**config.mk**
```make
export PLATFORM = sky130hd
export DESIGN_NAME = gcbp_line_sched
export DESIGN_NICKNAME = d
export VERILOG_FILES = /design/src/rtl/gcbp_line_sched.sv
export SDC_FILE = /design/constraint.sdc
export NUM_CORES = 1
export LEC_CHECK = 0
export ABC_AREA = 1
export CAP_MARGIN = 20
export CORE_MARGIN = 5
export CORE_UTILIZATION = 49
export CTS_BUF_LIST = sky130_fd_sc_hd__clkbuf_4 sky130_fd_sc_hd__clkbuf_8
export DETAILED_ROUTE_END_ITERATION = 12
export MAX_ROUTING_LAYER = met4
export PLACE_DENSITY = 0.78
export SLEW_MARGIN = 20
export SYNTH_ARGS = -nofsm -noshare
export SYNTH_HDL_FRONTEND = slang
export SYNTH_SLANG_ARGS = --single-unit
```
**constraint.sdc**
```tcl
create_clock -name i_clk -period 1.7 [get_ports i_clk]
set_clock_uncertainty 0.2 [all_clocks]
set_input_delay 0.34 -clock i_clk [delete_from_list [all_inputs] [get_ports i_clk]]
set_output_delay 0.34 -clock i_clk [all_outputs]
set_load 0.02 [all_outputs]
```
**src/rtl/gcbp_line_sched.sv**
```systemverilog
// Per-line scheduler: issues one engine start per new line inside the row window,
// then tracks completion, timeout, overrun and end-of-frame.
module gcbp_line_sched #(
    parameter int LINE_W      = 10,
    parameter int ROI_START   = 16,
    parameter int ROI_END     = 463,
    parameter int ENG_TIMEOUT = 1023
) (
    input  logic              i_clk,
    input  logic              i_resetn,
    input  logic [LINE_W-1:0] i_line_cnt,
    input  logic              i_enable,
    input  logic              i_eng_done,
    output logic              o_eng_start,
    output logic [LINE_W-1:0] o_eng_line,
    output logic              o_busy,
    output logic              o_frame_done,
    output logic              o_overrun,
    output logic [7:0]        o_overrun_cnt,
    output logic              o_timeout
);

    localparam int                TMR_W    = $clog2(ENG_TIMEOUT + 1);
    localparam logic [TMR_W-1:0]  TMR_LAST = TMR_W'(ENG_TIMEOUT - 1);
    localparam logic [LINE_W-1:0] ROI_LO   = LINE_W'(ROI_START);
    localparam logic [LINE_W-1:0] ROI_HI   = LINE_W'(ROI_END);

    typedef enum logic [1:0] {
        S_IDLE,
        S_ARMED,
        S_START,
        S_RUN
    } state_t;

    state_t              state_q, state_d;
    logic [LINE_W-1:0]   prev_line_q, prev_line_d;
    logic [TMR_W-1:0]    timer_q, timer_d;
    logic                start_q, start_d;
    logic [LINE_W-1:0]   line_q, line_d;
    logic                busy_q, busy_d;
    logic                frame_q, frame_d;
    logic                ovr_q, ovr_d;
    logic [7:0]          ovr_cnt_q, ovr_cnt_d;
    logic                tmo_q, tmo_d;

    logic ev;
    logic in_roi;
    logic ev_roi;
    logic finish;
    logic drop;

    assign ev     = (i_line_cnt != prev_line_q);
    assign in_roi = (i_line_cnt >= ROI_LO) && (i_line_cnt <= ROI_HI);
    assign ev_roi = ev && in_roi;

    always_comb begin
        state_d     = state_q;
        prev_line_d = i_line_cnt;
        timer_d     = timer_q;
        start_d     = 1'b0;
        line_d      = line_q;
        frame_d     = 1'b0;
        ovr_d       = 1'b0;
        ovr_cnt_d   = ovr_cnt_q;
        tmo_d       = 1'b0;
        finish      = 1'b0;
        drop        = 1'b0;

        unique case (state_q)
            S_IDLE: begin
                if (i_enable) state_d = S_ARMED;
            end
            S_ARMED: begin
                if (!i_enable) begin
                    state_d = S_IDLE;
                end else if (ev_roi) begin
                    state_d = S_START;
                    start_d = 1'b1;
                    line_d  = i_line_cnt;
                end
            end
            S_START: begin
                state_d = S_RUN;
                timer_d = '0;
                drop    = ev_roi;
            end
            S_RUN: begin
                timer_d = timer_q + TMR_W'(1);
                if (i_eng_done) begin
                    finish = 1'b1;
                    // A line arriving with done chains straight into the next start.
                    if (ev_roi && i_enable) begin
                        state_d = S_START;
                        start_d = 1'b1;
                        line_d  = i_line_cnt;
                    end else begin
                        state_d = i_enable ? S_ARMED : S_IDLE;
                    end
                end else if (timer_q == TMR_LAST) begin
                    finish  = 1'b1;
                    tmo_d   = 1'b1;
                    drop    = ev_roi;
                    state_d = i_enable ? S_ARMED : S_IDLE;
                end else begin
                    drop = ev_roi;
                end
            end
            default: state_d = S_IDLE;
        endcase

        // frame_done refers to the line just finished, not one being chained in.
        frame_d = finish && (line_q == ROI_HI);
        if (drop) begin
            ovr_d = 1'b1;
            if (ovr_cnt_q != 8'hFF) ovr_cnt_d = ovr_cnt_q + 8'd1;
        end
        busy_d = (state_d == S_START) || (state_d == S_RUN);
    end

    always_ff @(posedge i_clk) begin
        if (!i_resetn) begin
            state_q     <= S_IDLE;
            prev_line_q <= '0;
            timer_q     <= '0;
            start_q     <= 1'b0;
            line_q      <= '0;
            busy_q      <= 1'b0;
            frame_q     <= 1'b0;
            ovr_q       <= 1'b0;
            ovr_cnt_q   <= '0;
            tmo_q       <= 1'b0;
        end else begin
            state_q     <= state_d;
            prev_line_q <= prev_line_d;
            timer_q     <= timer_d;
            start_q     <= start_d;
            line_q      <= line_d;
            busy_q      <= busy_d;
            frame_q     <= frame_d;
            ovr_q       <= ovr_d;
            ovr_cnt_q   <= ovr_cnt_d;
            tmo_q       <= tmo_d;
        end
    end

    assign o_eng_start   = start_q;
    assign o_eng_line    = line_q;
    assign o_busy        = busy_q;
    assign o_frame_done  = frame_q;
    assign o_overrun     = ovr_q;
    assign o_overrun_cnt = ovr_cnt_q;
    assign o_timeout     = tmo_q;

endmodule

```
==> results by group <==
Status
  • Status: finished with violations
  • Failing checks: negative setup slack

Critical path
  • Worst EP required: 1.70 ns
  • Critical Path AT: 1.73 ns
  • R2r setup slk: -0.03 ns
  • Reg2Reg Launch Point: prev_line_q[4]
  • Critical-path top delay cell: dlygate4sd2_1
  • Setup CP Type: in -> reg
  • Critical Path End Type: flip-flop
  • Reg2reg path depth: 12
  • Buf+Inv Stages, Crit Path: 1
  • Cell Chain, Critical Path: dlygate4sd2_1 > xnor2_2 > nand2_1 > nor2_2 > nand3_2 > nand2_4 > nand2_4 > nand2_8 > nor2_4 > nor2_1 > nor2_1
  • FF-to-FF End: o_eng_line[2]
  • Startpoint types: primary input
  • CP delay by family, top: simple AND/OR/NAND/NOR gates
  • Crit path max fanout: 6
  • CP max stage delay: 0.27 ns

Hold path
  • WHS Path Cells: 3
  • Beginning of the worst hold path: i_line_cnt[5]
  • Worst Hold End: prev_line_q[5]
  • Hold/Removal Path Class: in -> reg

Synth
  • Mapped Nets: 318
  • Seq/Total Area, Yosys: 0.413
  • Top cell type's share of synthesized area: 0.413
  • Synth Warn #: 0
  • Synth Cell Area: 2180 sq um
  • Mean Syn Cell Area: 7.25 sq um
  • Cell count after synthesis: 301
  • #FFs+latches synth: 45
  • Synth cell types: 33
  • Area contributors post-synth: dfxtp_1, nand2_1, inv_1
  • Largest area contributor in the netlist: dfxtp_1

Power and ir drop
  • Sw frac: 0.290
  • Logic pwr share: 0.173
  • Switching power: 632 uW
  • Lkg Pwr: 1.50 nW
  • Internal: 1.55 mW
  • VDD IR max: 0.407 mV
  • Flop pwr share: 0.515
  • Clock power share: 0.312
  • PwrDens: 679 nW/um^2

STA
  • Final Setup Violations: 2
  • Worst-Margin Slew: 0.415 ns
  • Slew HR: 0.723
  • RSZ-0062 raised after global routing: yes
  • Max-slew violations: 0
  • Setup ws final: -0.0325 ns
  • Hold Slack: 0.0573 ns
  • Fin crit period: 1.73 ns
  • Final Hold Viols: 0
  • Fin crit share: 1.02
  • Fmax: 577 MHz

Cells and area
  • Ratio of cells with drive above 1 in the final layout: 0.298
  • P&R area growth vs syn: 46.9%
  • Final core occ: 0.741
  • Nets: 395
  • Post-route cell area: 3210 sq um
  • N_diodes: 0

Detailed routing
  • Initial DRC count: 170
  • Final routed DRC violation total: 0
  • Routed wire per std cell: 14.3 um
  • Post-DRT Antenna Nets: 0
  • Vias: 2291
  • 1st-pass router iterations: 4
  • Routed WL: 6160 um
  • Vias per inst: 5.32

Clock tree
  • Clock Tree Buf Depth: 2
  • Root Buffer: clkbuf_8
  • CTS tree: yes
  • CTS Sinks: 45
  • Clock Latency Late Sink: 0.30 ns
  • Max H-tree Level: 2
  • Clock slew seen by the registers of the worst setup and hold paths: 0.09 ns
  • CTS Buf Count: 5

Placement
  • Place WS: -0.545 ns
  • DP Wirelength: 3800 um
  • Area of placed instances: 2820 sq um
  • Placer Congestion: 0.813
  • IO buf count: 36

Floorplanning
  • Chip Height: 76.7 um
  • Ports: 37
  • Number of core rows: 24
  • Core area: 4320 sq um
  • Initial Utilization: 0.505
  • Die width: 76.7 um
  • DIE AREA: 5890 sq um

Global routing
  • Initial antenna violation count: 0
  • Vias in the first global route: 1999
  • First-pass GRT wire length: 8890 um
  • Grt ovf: 0
  • All-Layer GR Usage: 0.187
  • Pin count of the biggest net entering global routing: 25

Run
  • MaxCap Viol Count: 0
==> area by class of cell <==
| class | count | area (sq um) |
|---|---|---|
| clock buffer | 6 | 76.3 |
| clock inverter | 2 | 10.0 |
| fill | 309 | 1120 |
| inverter | 47 | 181 |
| multi-input combinational | 206 | 1320 |
| sequential | 45 | 915 |
| tap | 52 | 65.1 |
| timing repair buffer | 73 | 634 |
==> worst max-delay path by stage <==
stage                     startpoint               end  slack (ns)  cells past startpoint
finish                 i_line_cnt[3]     o_eng_line[2]       -0.03                     11
global route          prev_line_q[5]     o_eng_line[2]       -0.14                     12
CTS                       state_q[1]      o_frame_done       0.005                      6
detailed placement     i_line_cnt[5]     o_eng_line[7]       -0.54                     11
global placement       i_line_cnt[5]     o_eng_line[4]       -0.50                     10
floorplan           o_overrun_cnt[1]  o_overrun_cnt[0]       0.008                      8
==> cells in the final DEF, fill, tap and decap left out, drive strengths merged <==
cell	instances
nor2	38
a211oi	1
inv	46
o22ai	1
nand2	70
nor3	6
o31ai	2
dlygate4sd2	29
buf	36
xor2	7
a221oi	3
o21ai	11
o211a	1
a21oi	19
nand3	23
clkbuf	8
xnor2	5
dlymetal6s2s	1
ha	3
nor3b	1
dfxtp	45
clkinv	3
nand4	11
o211ai	2
clkdlybuf4s50	2
nor4	2
clkdlybuf4s15	3
==> worst register-to-register path, stage by stage (launching register included) <==
cell and delay (ns):
dfxtp_1 0.32, inv_1 0.05, nand2_1 0.05, nand2_1 0.05
nand2_1 0.06, nor2_2 0.12, nand3_2 0.15, nand2_4 0.18
nand2_4 0.09, nand2_8 0.10, nor2_4 0.06, nor2_1 0.12
nor2_1 0.07
==> metal layers <==
metal | wire [um] | GRT usage | part of all wire
met1 | 2410 | 0.210 | 0.39
met4 | 121 | 0.0455 | 0.020
met2 | 3360 | 0.336 | 0.55
met3 | 264 | 0.0375 | 0.043
met5 | 0 | - | 0
==> synthesized netlist by cell type <==
library cell,n
nand2_4,1
a21oi_4,1
nor3_1,6
a221oi_1,3
a21oi_2,2
nor3b_2,1
nand3_4,1
xnor2_1,5
clkbuf_1,3
o31ai_1,2
nor4_1,2
nand3_2,3
xor2_1,7
nor2_1,36
o211a_1,1
nand4_1,11
inv_1,41
a21oi_1,15
nand2_1,67
ha_1,3
o22ai_1,1
a211oi_1,1
nor2_8,1
buf_2,2
dfxtp_1,45
o21ai_1,1
inv_2,5
clkinv_1,1
nand2_2,2
o21ai_0,10
clkbuf_2,1
o211ai_1,2
nand3_1,18
==> kinds of logic after synthesis <==
logic type / after synthesis / synth area share
AOI/OAI and AO/OA: 39 / 0.112
and+or+nand+nor: 149 / 0.317
xor gates and xnor gates: 12 / 0.0482
buffers and inverters: 53 / 0.0929
adders and majority gates: 3 / 0.0172
DFF: 45 / 0.413
==> power groups by stage <==
stage	combinational, mW	clock, mW	sequential (mW)
after detailed placement	0.319	0	1.14
after CTS	0.320	0.670	1.12
after floorplan	0.154	0	1.16
after global routing	0.410	0.715	1.13
final	0.378	0.679	1.12
after global placement	0.312	0	1.14
==> sequential cells by signal (all words and copies together) (netlist names), 2 cells and up <==
signal,count
prev_line_q,10
o_eng_line,10
timer_q,10
state_q,2
o_overrun_cnt,8
==> repair_timing <==
action / CTS / global route
pin swaps: 11 / 23
cloned: 2 / 2
hold buffers: 0 / 0
endpoints found under the setup margin: 45 / 26
buffers inserted: 1 / 5
resized for setup: 48 / 55
==> metrics by stage <==
step / power, mW / std cells / setup TNS, ns
6_report: 2.18 / 431 / -0.0330
3_5_place_dp: 1.46 / 413 / -11.87
3_3_place_gp: 1.45 / 413 / -10.94
2_1_floorplan: 1.31 / 301 / 0
4_1_cts: 2.11 / 424 / 0
5_1_grt: 2.25 / 431 / -1.07
No activity file was read; power rests on OpenSTA's default activity.
